`src/rtl/conv_feeder.sv`:
```
// Kernel/IFM stream source for the conv core. Per (co,ci) pair: load kernel, pulse start_conv, stream IFM, drain.
// Fixed 1-cycle memory latency, no backpressure; FEEDER_WAIT_END_EN makes the drain wait on end_conv.
module conv_feeder #(
  parameter int WEIGHT_WIDTH = 8,
  parameter int IFM_WIDTH    = 8,
  parameter int IFM_SIZE     = 9,
  parameter int KERNEL_SIZE  = 3,
  parameter int CI           = 3,
  parameter int CO           = 4,
  parameter int GAP_CYCLES   = 16,
  localparam int KK   = KERNEL_SIZE * KERNEL_SIZE,
  localparam int NPIX = IFM_SIZE * IFM_SIZE,
  localparam int WA   = (CO * CI * KK > 1) ? $clog2(CO * CI * KK) : 1,
  localparam int IA   = (CI * NPIX > 1) ? $clog2(CI * NPIX) : 1
) (
  input  logic                       clk1,
  input  logic                       rst_n,
  input  logic                       start,
  output logic                       busy,
  output logic                       done,
  output logic                       wgt_rd,
  output logic [WA-1:0]              wgt_addr,
  input  logic [WEIGHT_WIDTH-1:0]    wgt_rdata,
  output logic                       ifm_rd,
  output logic [IA-1:0]              ifm_addr,
  input  logic [IFM_WIDTH-1:0]       ifm_rdata,
  output logic                       set_wgt,
  output logic [KK*WEIGHT_WIDTH-1:0] wgt,
  output logic                       start_conv,
  output logic                       set_ifm,
  output logic [IFM_WIDTH-1:0]       ifm,
  input  logic                       end_conv
);

  localparam int WGT_W = KK * WEIGHT_WIDTH;
  localparam int KW    = (KK > 1) ? $clog2(KK) : 1;
  localparam int PW    = (NPIX > 1) ? $clog2(NPIX) : 1;
  localparam int CIW   = (CI > 1) ? $clog2(CI) : 1;
  localparam int COW   = (CO > 1) ? $clog2(CO) : 1;

  typedef enum logic [3:0] {
    S_IDLE, S_WLOAD, S_WCAP, S_WSET, S_START, S_IFM, S_ITAIL, S_GAP, S_DONE
  } state_t;

  state_t            r_state;
  logic [COW-1:0]    r_co;
  logic [CIW-1:0]    r_ci;
  logic [KW-1:0]     r_k;
  logic [PW-1:0]     r_pix;
  logic              r_busy;
  logic              r_done;
  logic              r_wgt_rd;
  logic [WA-1:0]     r_wgt_addr;
  logic              r_ifm_rd;
  logic [IA-1:0]     r_ifm_addr;
  logic              r_set_wgt;
  logic              r_start_conv;
  logic              r_wgt_rd_d;
  logic              r_ifm_rd_d;
  logic              r_set_ifm;
  logic [WGT_W-1:0]  r_wgt;
  logic [IFM_WIDTH-1:0] r_ifm;
  logic              w_gap_exit;

`ifdef FEEDER_WAIT_END_EN
  assign w_gap_exit = end_conv;
`else
  localparam int GW = (GAP_CYCLES > 1) ? $clog2(GAP_CYCLES) : 1;
  logic [GW-1:0] r_gap;
  logic          w_unused_end_conv;

  assign w_unused_end_conv = end_conv;
  assign w_gap_exit        = (r_gap == GW'(GAP_CYCLES - 1));

  always_ff @(posedge clk1 or negedge rst_n) begin
    if (!rst_n)
      r_gap <= '0;
    else if (r_state == S_GAP && !w_gap_exit)
      r_gap <= r_gap + GW'(1);
    else
      r_gap <= '0;
  end
`endif

  always_ff @(posedge clk1 or negedge rst_n) begin
    if (!rst_n) begin
      r_state      <= S_IDLE;
      r_co         <= '0;
      r_ci         <= '0;
      r_k          <= '0;
      r_pix        <= '0;
      r_busy       <= 1'b0;
      r_done       <= 1'b0;
      r_wgt_rd     <= 1'b0;
      r_wgt_addr   <= '0;
      r_ifm_rd     <= 1'b0;
      r_ifm_addr   <= '0;
      r_set_wgt    <= 1'b0;
      r_start_conv <= 1'b0;
    end else begin
      case (r_state)
        S_IDLE: begin
          if (start) begin
            r_co       <= '0;
            r_ci       <= '0;
            r_k        <= '0;
            r_busy     <= 1'b1;
            r_wgt_rd   <= 1'b1;
            r_wgt_addr <= '0;
            r_state    <= S_WLOAD;
          end
        end
        S_WLOAD: begin
          if (r_k == KW'(KK - 1)) begin
            r_wgt_rd <= 1'b0;
            r_state  <= S_WCAP;
          end else begin
            r_k        <= r_k + KW'(1);
            r_wgt_addr <= r_wgt_addr + WA'(1);
          end
        end
        S_WCAP: begin
          r_set_wgt <= 1'b1;
          r_state   <= S_WSET;
        end
        S_WSET: begin
          r_set_wgt    <= 1'b0;
          r_start_conv <= 1'b1;
          r_state      <= S_START;
        end
        // Channels are stored back to back, so a new ci continues from the last pixel address.
        S_START: begin
          r_start_conv <= 1'b0;
          r_ifm_rd     <= 1'b1;
          r_pix        <= '0;
          r_ifm_addr   <= (r_ci == '0) ? '0 : r_ifm_addr + IA'(1);
          r_state      <= S_IFM;
        end
        S_IFM: begin
          if (r_pix == PW'(NPIX - 1)) begin
            r_ifm_rd <= 1'b0;
            r_state  <= S_ITAIL;
          end else begin
            r_pix      <= r_pix + PW'(1);
            r_ifm_addr <= r_ifm_addr + IA'(1);
          end
        end
        S_ITAIL: r_state <= S_GAP;
        // Kernels are also contiguous in (co,ci) order, so the weight address just keeps counting.
        S_GAP: begin
          if (w_gap_exit) begin
            if (r_ci != CIW'(CI - 1)) begin
              r_ci       <= r_ci + CIW'(1);
              r_k        <= '0;
              r_wgt_rd   <= 1'b1;
              r_wgt_addr <= r_wgt_addr + WA'(1);
              r_state    <= S_WLOAD;
            end else if (r_co != COW'(CO - 1)) begin
              r_ci       <= '0;
              r_co       <= r_co + COW'(1);
              r_k        <= '0;
              r_wgt_rd   <= 1'b1;
              r_wgt_addr <= r_wgt_addr + WA'(1);
              r_state    <= S_WLOAD;
            end else begin
              r_done  <= 1'b1;
              r_state <= S_DONE;
            end
          end
        end
        S_DONE: begin
          r_done  <= 1'b0;
          r_busy  <= 1'b0;
          r_state <= S_IDLE;
        end
        default: r_state <= S_IDLE;
      endcase
    end
  end

  // Read data lands one cycle after the strobe; set_ifm is aligned with the registered pixel.
  always_ff @(posedge clk1 or negedge rst_n) begin
    if (!rst_n) begin
      r_wgt_rd_d <= 1'b0;
      r_ifm_rd_d <= 1'b0;
      r_set_ifm  <= 1'b0;
      r_wgt      <= '0;
      r_ifm      <= '0;
    end else begin
      r_wgt_rd_d <= r_wgt_rd;
      r_ifm_rd_d <= r_ifm_rd;
      r_set_ifm  <= r_ifm_rd_d;
      if (r_wgt_rd_d)
        r_wgt <= (r_wgt << WEIGHT_WIDTH) | WGT_W'(wgt_rdata);
      if (r_ifm_rd_d)
        r_ifm <= ifm_rdata;
    end
  end

  assign busy       = r_busy;
  assign done       = r_done;
  assign wgt_rd     = r_wgt_rd;
  assign wgt_addr   = r_wgt_addr;
  assign ifm_rd     = r_ifm_rd;
  assign ifm_addr   = r_ifm_addr;
  assign set_wgt    = r_set_wgt;
  assign wgt        = r_wgt;
  assign start_conv = r_start_conv;
  assign set_ifm    = r_set_ifm;
  assign ifm        = r_ifm;

endmodule
```
`config.mk`:
```
export PLATFORM = sky130hd
export DESIGN_NAME = conv_feeder
export DESIGN_NICKNAME = d
export VERILOG_FILES = /design/src/rtl/conv_feeder.sv
export SDC_FILE = /design/constraint.sdc
export NUM_CORES = 1
export LEC_CHECK = 0
export ABC_AREA = 1
export CORE_UTILIZATION = 40
export DETAILED_ROUTE_END_ITERATION = 16
export GPL_TIMING_DRIVEN = 0
export PLACE_DENSITY = 0.64
export SLEW_MARGIN = 30
export SYNTH_ARGS = -nofsm -noshare
export SYNTH_HDL_FRONTEND = slang
export SYNTH_SLANG_ARGS = --single-unit
```
`constraint.sdc`:
```
create_clock -name clk1 -period 3.01 [get_ports clk1]
set_clock_uncertainty 0.15 [all_clocks]
set_input_delay 0.301 -clock clk1 [delete_from_list [all_inputs] [get_ports clk1]]
set_output_delay 0.301 -clock clk1 [all_outputs]
set_load 0.1 [all_outputs]
```
==> results of run 1 <==
-- power breakdown --
group          switching (mW)  internal, mW  total (mW)
combinational          0.0804        0.0384       0.119
sequential            0.00239          1.71        1.72
clock                   0.750          1.38        2.13
-- Yosys cell counts (5+ instances only) --
| master | instances | area (um^2) |
|---|---|---|
| xor2_1 | 6 | 52.6 |
| nand3_1 | 18 | 90.1 |
| nand2_1 | 152 | 571 |
| nand2_2 | 6 | 37.5 |
| a21oi_1 | 40 | 200 |
| inv_1 | 71 | 267 |
| dfrtp_1 | 127 | 3180 |
| ha_1 | 8 | 100 |
| clkbuf_1 | 9 | 33.8 |
| nor2_1 | 70 | 263 |
| nand3b_1 | 5 | 37.5 |
| mux2_2 | 16 | 180 |
| o21ai_0 | 43 | 215 |
-- flip-flops by register name, summed over array words and instances (netlist names), 2 cells and up --
signal	cells
ifm	8
r_k	4
r_co	2
r_pix	7
ifm_addr	8
r_gap	4
wgt_addr	7
r_ci	2
r_state	4
wgt	72
-- through the flow --
| step | hold slack [ns] | std cells | utilization [%] | area (um^2) |
|---|---|---|---|---|
| finish | 0.220 | 939 | 56.8 | 7580 |
| global route | 0.234 | 939 | 56.8 | 7580 |
| CTS | 0.221 | 939 | 56.8 | 7580 |
| detailed placement | 0.0684 | 907 | 52.1 | 6950 |
| global placement | 0.211 | 906 | 51.8 | 6920 |
| floorplan | -0.145 | 610 | - | 5500 |
-- cells by family (layout without fill, tap and decap cells) --
group	Yosys count	count (layout)	synth area share [%]
AND/OR/NAND/NOR	267	267	20.4
flip-flops	127	127	57.8
buffers and inverters	92	245	6.62
AO/OA/AOI/OAI	90	90	8.44
multiplexers	16	16	3.28
XOR/XNOR	10	10	1.59
adder cells (fa/ha/maj)	8	8	1.82
-- cell usage in the layout, fill, tap and decap left out, types with 5 or more instances in the layout --
| cell type | instances |
|---|---|
| clkdlybuf4s50_1 | 119 |
| clkbuf_16 | 17 |
| clkbuf_1 | 9 |
| ha_1 | 8 |
| inv_1 | 71 |
| nand3_1 | 18 |
| nand2_1 | 152 |
| nor2_1 | 70 |
| clkinvlp_4 | 6 |
| o21ai_0 | 43 |
| mux2_2 | 16 |
| xor2_1 | 6 |
| dfrtp_1 | 127 |
| a21oi_1 | 40 |
| nand3b_1 | 5 |
| nand2_2 | 6 |
-- per-layer routing --
metal  part of all wire [%]  up-vias  global-route usage [%]
li1                       -     2214                       -
met1                     47     2189                    26.6
met2                     47      132                    30.9
met3                    5.1       19                    4.17
met4                    1.8        0                    7.28
met5                      0        -                       0
-- layout make-up --
type                            instances  area, um^2
Sequential cell                       127        3180
Timing Repair Buffer                  122        1240
Multi-Input combinational cell        391        1960
Fill cell                            1206        5770
Clock inverter                         14         193
Clock buffer                           17         425
Inverter                               74         278
Tap cell                              176         220
Buffer                                 18        86.3
-- how the worst min path moves through the flow --
stage                           from       to  slack, ns  depth (start not counted)
after floorplan                rst_n     busy      -0.14                          0
after global placement    r_ifm_rd_d  set_ifm       0.21                          0
after detailed placement       rst_n   ifm[5]       0.07                          1
after CTS                 r_ifm_rd_d  set_ifm       0.22                          0
after global routing      r_ifm_rd_d  set_ifm       0.23                          0
final                          rst_n   ifm[5]       0.22                          2
==> summary.txt, run 1 <==
Global route
  • Vias in the first global route: 4,459
  • Aggregate global-route resource usage: 19.6%
  • Largest net degree at the start of global routing: 84
  • Total gr overflow: 0
  • Antenna violations before repair: 0
  • Wire length of the first global-routing pass: 21.8 mm

Timing
  • Fin crit period: 2.49 ns
  • Fin crit share: 82.7%
  • Endpoints failing setup: 0
  • Slew HR: 31.0%
  • Final hold vios: 0
  • Fmax: 0.402 GHz
  • Count of pins over their slew limit: 0
  • Unrepaired setup endpoints after global routing: no
  • Worst-Margin Slew: 1.03 ns
  • Final setup margin: 0.522 ns
  • Setup TNS: 0 ns

Clock tree
  • Post-cts resize count: 0
  • CTS max path bufs: 2
  • Cts hold-fix bufs: 1
  • CTS Sinks: 127
  • Post-CTS Setup Bufs: 0
  • CTS H-Tree Depth: 4
  • Clock-pin slew on the worst setup and hold paths: 0.06 ns
  • Clk_lat worst skew: 0.41 ns
  • Root Buffer: clkbuf_16
  • CTS buffer count: 17
  • CTS tree: built

Layout
  • Final nets: 779
  • Layout cells sized above 1: 9.44%
  • Ant. Diodes: 0
  • Area growth from synthesis to layout: 37.9%

Die
  • Die Span Y: 119 um
  • Chip width: 119 um
  • Core ar.: 13,300 um^2
  • Initial Utilization: 41.2%
  • Row cnt: 42
  • # IOs: 122
  • Die area: 14,200 um^2

Hold path
  • Hold Path Class: primary input to async pin

Pwr
  • IR Drop Worst-Case VDD: 0.275 mV
  • Static Leakage: 3.54 nW
  • Design Power: 3.96 mW
  • Power density over cell area: 523 nW/um^2

Setup path
  • Crit path DAT: 2.04 ns
  • Critical R2R Launch: r_wgt_rd_d
  • Critical path type: flop to output port
  • Largest incremental delay on the critical path: 1.18 ns
  • WP depth: 1
  • Delay-heaviest family, CP: buffers and inverters
  • Worst Path Max Fanout: 7
  • CP Launch Point: wgt_addr[0]
  • R2R setup slack: 1.11 ns
  • CP max stage cell: clkdlybuf4s50_1
  • Worst path cell trace: clkdlybuf4s50_1
  • Required time of the critical path: 2.56 ns
  • Critical Path Source Type: flop
  • Critical Path Sink: wgt_addr[0]
  • Worst r2r path cells: 4
  • Setup crit end kind: output port
  • Reg2reg end: wgt[20]
  • Buf+Inv Stages, Crit Path: 1

Placement
  • GP Congestion: 0.814
  • Pre-CTS setup slack: 0.957 ns
  • Port buffer count: 120
  • Detailed-placement wirelength estimate: 9.07 mm

Routing
  • Vias: 4,554
  • DR WL/cell: 13.6 um
  • Initial DRC Count: 230
  • Vias per cell: 4.85
  • WL final: 12.8 mm
  • Post-route ant nets: 0
  • Residual DRC count: 0
  • DRT Pass-1 Iters: 4

Yosys
  • Seq/Total Area, Yosys: 57.8%
  • Async S/R FF share, synth: 100%
  • Library cells used by synthesis: 27
  • Synthesized netlist cell count: 610
  • Ys Warns: 0
  • Synthesized area per cell: 9.01 um^2
  • Yosys reg bits: 127
  • Synth Cell Area: 5500 um^2
  • Main synth FF type: dfrtp_1
  • Syn_nets: 638
  • Post-synth EDFFs: 0

Outcome
  • Status: complete, no violations

Job
  • Max-cap violation count: 0
Power figures use the tool's default switching activity.
==> inputs of run 2 (changes only) <==
- clock period: 3.01 -> 2.5 ns (I/O delays scaled with it)
==> results of run 2 <==
The final DEF is identical to that of run 1. Status: complete, no violations.
Among the figures that moved: setup slack after placement 0.957 ns -> 0.498 ns; setup slack after layout 0.522 ns -> 0.0629 ns; hold slack 0.220 ns -> 0.172 ns; register-to-register setup slack 1.11 ns -> 0.60 ns; total power 3.96 mW -> 4.77 mW; worst IR drop on VDD 0.275 mV -> 0.331 mV
==> inputs of run 3 (changes only) <==
- ABC_CLOCK_PERIOD_IN_PS: not set -> 2500
- SLEW_MARGIN: 30 -> 10
==> summary.txt, run 3 (synthesis results as in run 1) <==
Outcome
  • Status: complete, no violations (unchanged)

Pwr
  • Power density over cell area: 651 nW/um^2 (was 630 nW/um^2)
  • IR Drop Worst-Case VDD: 0.389 mV (was 0.331 mV)
  • Static Leakage: 3.57 nW (was 3.54 nW)

Routing
  • Residual DRC count: 0 (unchanged)
  • Vias: 4,502 (was 4,554)
  • DR WL/cell: 13.5 um (was 13.6 um)
  • DRT Pass-1 Iters: 4 (unchanged)
  • WL final: 12.7 mm (was 12.8 mm)
  • Initial DRC Count: 288 (was 230)
  • Vias per cell: 4.79 (was 4.85)
  • Post-route ant nets: 0 (unchanged)

Setup path
  • Buf+Inv Stages, Crit Path: 1 (unchanged)
  • Worst Path Max Fanout: 7 (unchanged)
  • Crit path DAT: 2.05 ns (was 2.04 ns)
  • CP max stage cell: clkdlybuf4s50_1 (unchanged)
  • Critical path type: flop to output port (unchanged)
  • Required time of the critical path: 2.10 ns (about the same)
  • WP depth: 1 (unchanged)
  • Critical Path Source Type: flop (unchanged)
  • Worst r2r path cells: 4 (unchanged)
  • Setup crit end kind: output port (unchanged)
  • Critical R2R Launch: r_wgt_rd_d (unchanged)
  • Delay-heaviest family, CP: buffers and inverters (unchanged)
  • R2R setup slack: 0.62 ns (was 0.60 ns)
  • Largest incremental delay on the critical path: 1.18 ns (about the same)
  • Reg2reg end: wgt[20] (unchanged)
  • Worst path cell trace: clkdlybuf4s50_1 (unchanged)

Timing
  • Fmax: 0.408 GHz (was 0.410 GHz)
  • Slew HR: 30.5% (was 31.0%)
  • Fin crit period: 2.45 ns (was 2.44 ns)
  • Final hold vios: 0 (unchanged)
  • Fin crit share: 97.9% (was 97.5%)
  • Unrepaired setup endpoints after global routing: no (unchanged)
  • Endpoints failing setup: 0 (unchanged)
  • Final setup margin: 0.0516 ns (was 0.0629 ns)
  • Worst-Margin Slew: 1.04 ns (was 1.03 ns)
  • Count of pins over their slew limit: 0 (unchanged)

Global route
  • Largest net degree at the start of global routing: 92 (was 84)
  • Antenna violations before repair: 0 (unchanged)
  • Wire length of the first global-routing pass: 21.5 mm (was 21.8 mm)
  • Vias in the first global route: 4,422 (was 4,459)
  • Aggregate global-route resource usage: 19.3% (was 19.6%)
  • Total gr overflow: 0 (unchanged)

Placement
  • Area after DPL: 6950 um^2 (about the same)
  • Pre-CTS setup slack: 0.497 ns (was 0.498 ns)
  • GP Congestion: 0.814 (unchanged)
  • Detailed-placement wirelength estimate: 9.09 mm (was 9.07 mm)
  • Port buffer count: 120 (unchanged)

Clock tree
  • CTS tree: built (unchanged)
  • Clock-pin slew on the worst setup and hold paths: 0.06 ns (about the same)
  • Root Buffer: clkbuf_16 (unchanged)
  • CTS max path bufs: 2 (unchanged)
  • CTS H-Tree Depth: 4 (unchanged)
  • CTS buffer count: 17 (unchanged)
  • Post-cts resize count: 0 (unchanged)
  • Clk_lat worst skew: 0.41 ns (about the same)
  • Post-CTS Setup Bufs: 0 (unchanged)
  • CTS Sinks: 127 (unchanged)

Layout
  • Final nets: 779 (unchanged)
  • Highest-count cells in the layout ignoring fill and taps: nand2_1, dfrtp_1, clkdlybuf4s50_1 (unchanged)
  • Area growth from synthesis to layout: 38.7% (was 37.9%)
  • Finished Cell Area: 7630 um^2 (was 7580 um^2)
  • FF+latch area: 3180 um^2 (unchanged)
  • Ant. Diodes: 0 (unchanged)
  • Most common cell after layout, fill and taps aside: nand2_1 (unchanged)
  • Layout cells sized above 1: 9.42% (was 9.44%)
  • Area occupied by multi-input gates: 1960 um^2 (unchanged)
  • Fill cells: 1,198 (was 1,206)
  • Number of flip-flops in the largest register: 72 (unchanged)
  • Util after Layout: 57.1% (was 56.8%)

Die
  • Die area: 14,200 um^2 (unchanged)
  • Core ar.: 13,300 um^2 (unchanged)
  • Die Span Y: 119 um (unchanged)
  • Chip width: 119 um (unchanged)
  • Initial Utilization: 41.2% (unchanged)
  • Row cnt: 42 (unchanged)
  • # IOs: 122 (unchanged)

Job
  • Max-cap violation count: 0 (unchanged)

Hold path
  • Hold Path Class: primary input to async pin (unchanged)
==> run 3: what timing repair did <==
item                                    in CTS  in global routing
hold buffers                                 1                  0
endpoints found under the setup margin       0                  0
endpoints found under the hold margin       36                  0
==> run 3: power by group <==
part	leakage, nW	internal, mW	switching, mW	total [mW]
sequential	1.67	2.06	0.00294	2.07
combinational	1.58	0.0455	0.0965	0.142
clock	0.320	1.87	0.888	2.76
total	3.57	3.98	0.987	4.97
==> run 3: area by class of cell <==
cell class	count	share of cell area [%]
Clock buffer	18	5.63
Buffer	18	1.13
Multi-Input combinational cell	391	25.6
Inverter	74	3.64
Timing Repair Buffer	122	16.3
Tap cell	176	2.89
Clock inverter	14	3.15
Sequential cell	127	41.7
==> run 3: worst max-delay path by stage <==
stage | start | to
floorplan | ifm_addr[0] | ifm_addr[6]
global placement | rst_n | wgt_addr[1]
detailed placement | wgt_addr[0] | wgt_addr[0]
CTS | wgt_addr[0] | wgt_addr[0]
global route | wgt_addr[3] | wgt_addr[3]
finish | wgt_addr[0] | wgt_addr[0]
==> run 3: stage by stage <==
step                      TNS [ns]  instances  hold slack [ns]  total power [mW]
after floorplan                  0        610           -0.196              2.16
after global placement     -500.85        906            0.211              2.24
after detailed placement         0        907           0.0240              2.25
after CTS                        0        940            0.168              5.02
after global routing             0        940            0.180              5.12
final                            0        940            0.164              4.97
==> run 3: per-layer routing <==
layer / part of all wire, % / wire length (um) / track usage, %
met1: 46 / 5920 / 26.2
met2: 47 / 5950 / 30.6
met3: 5.2 / 661 / 4.02
met4: 1.6 / 201 / 6.72
met5: 0 / 0 / 0
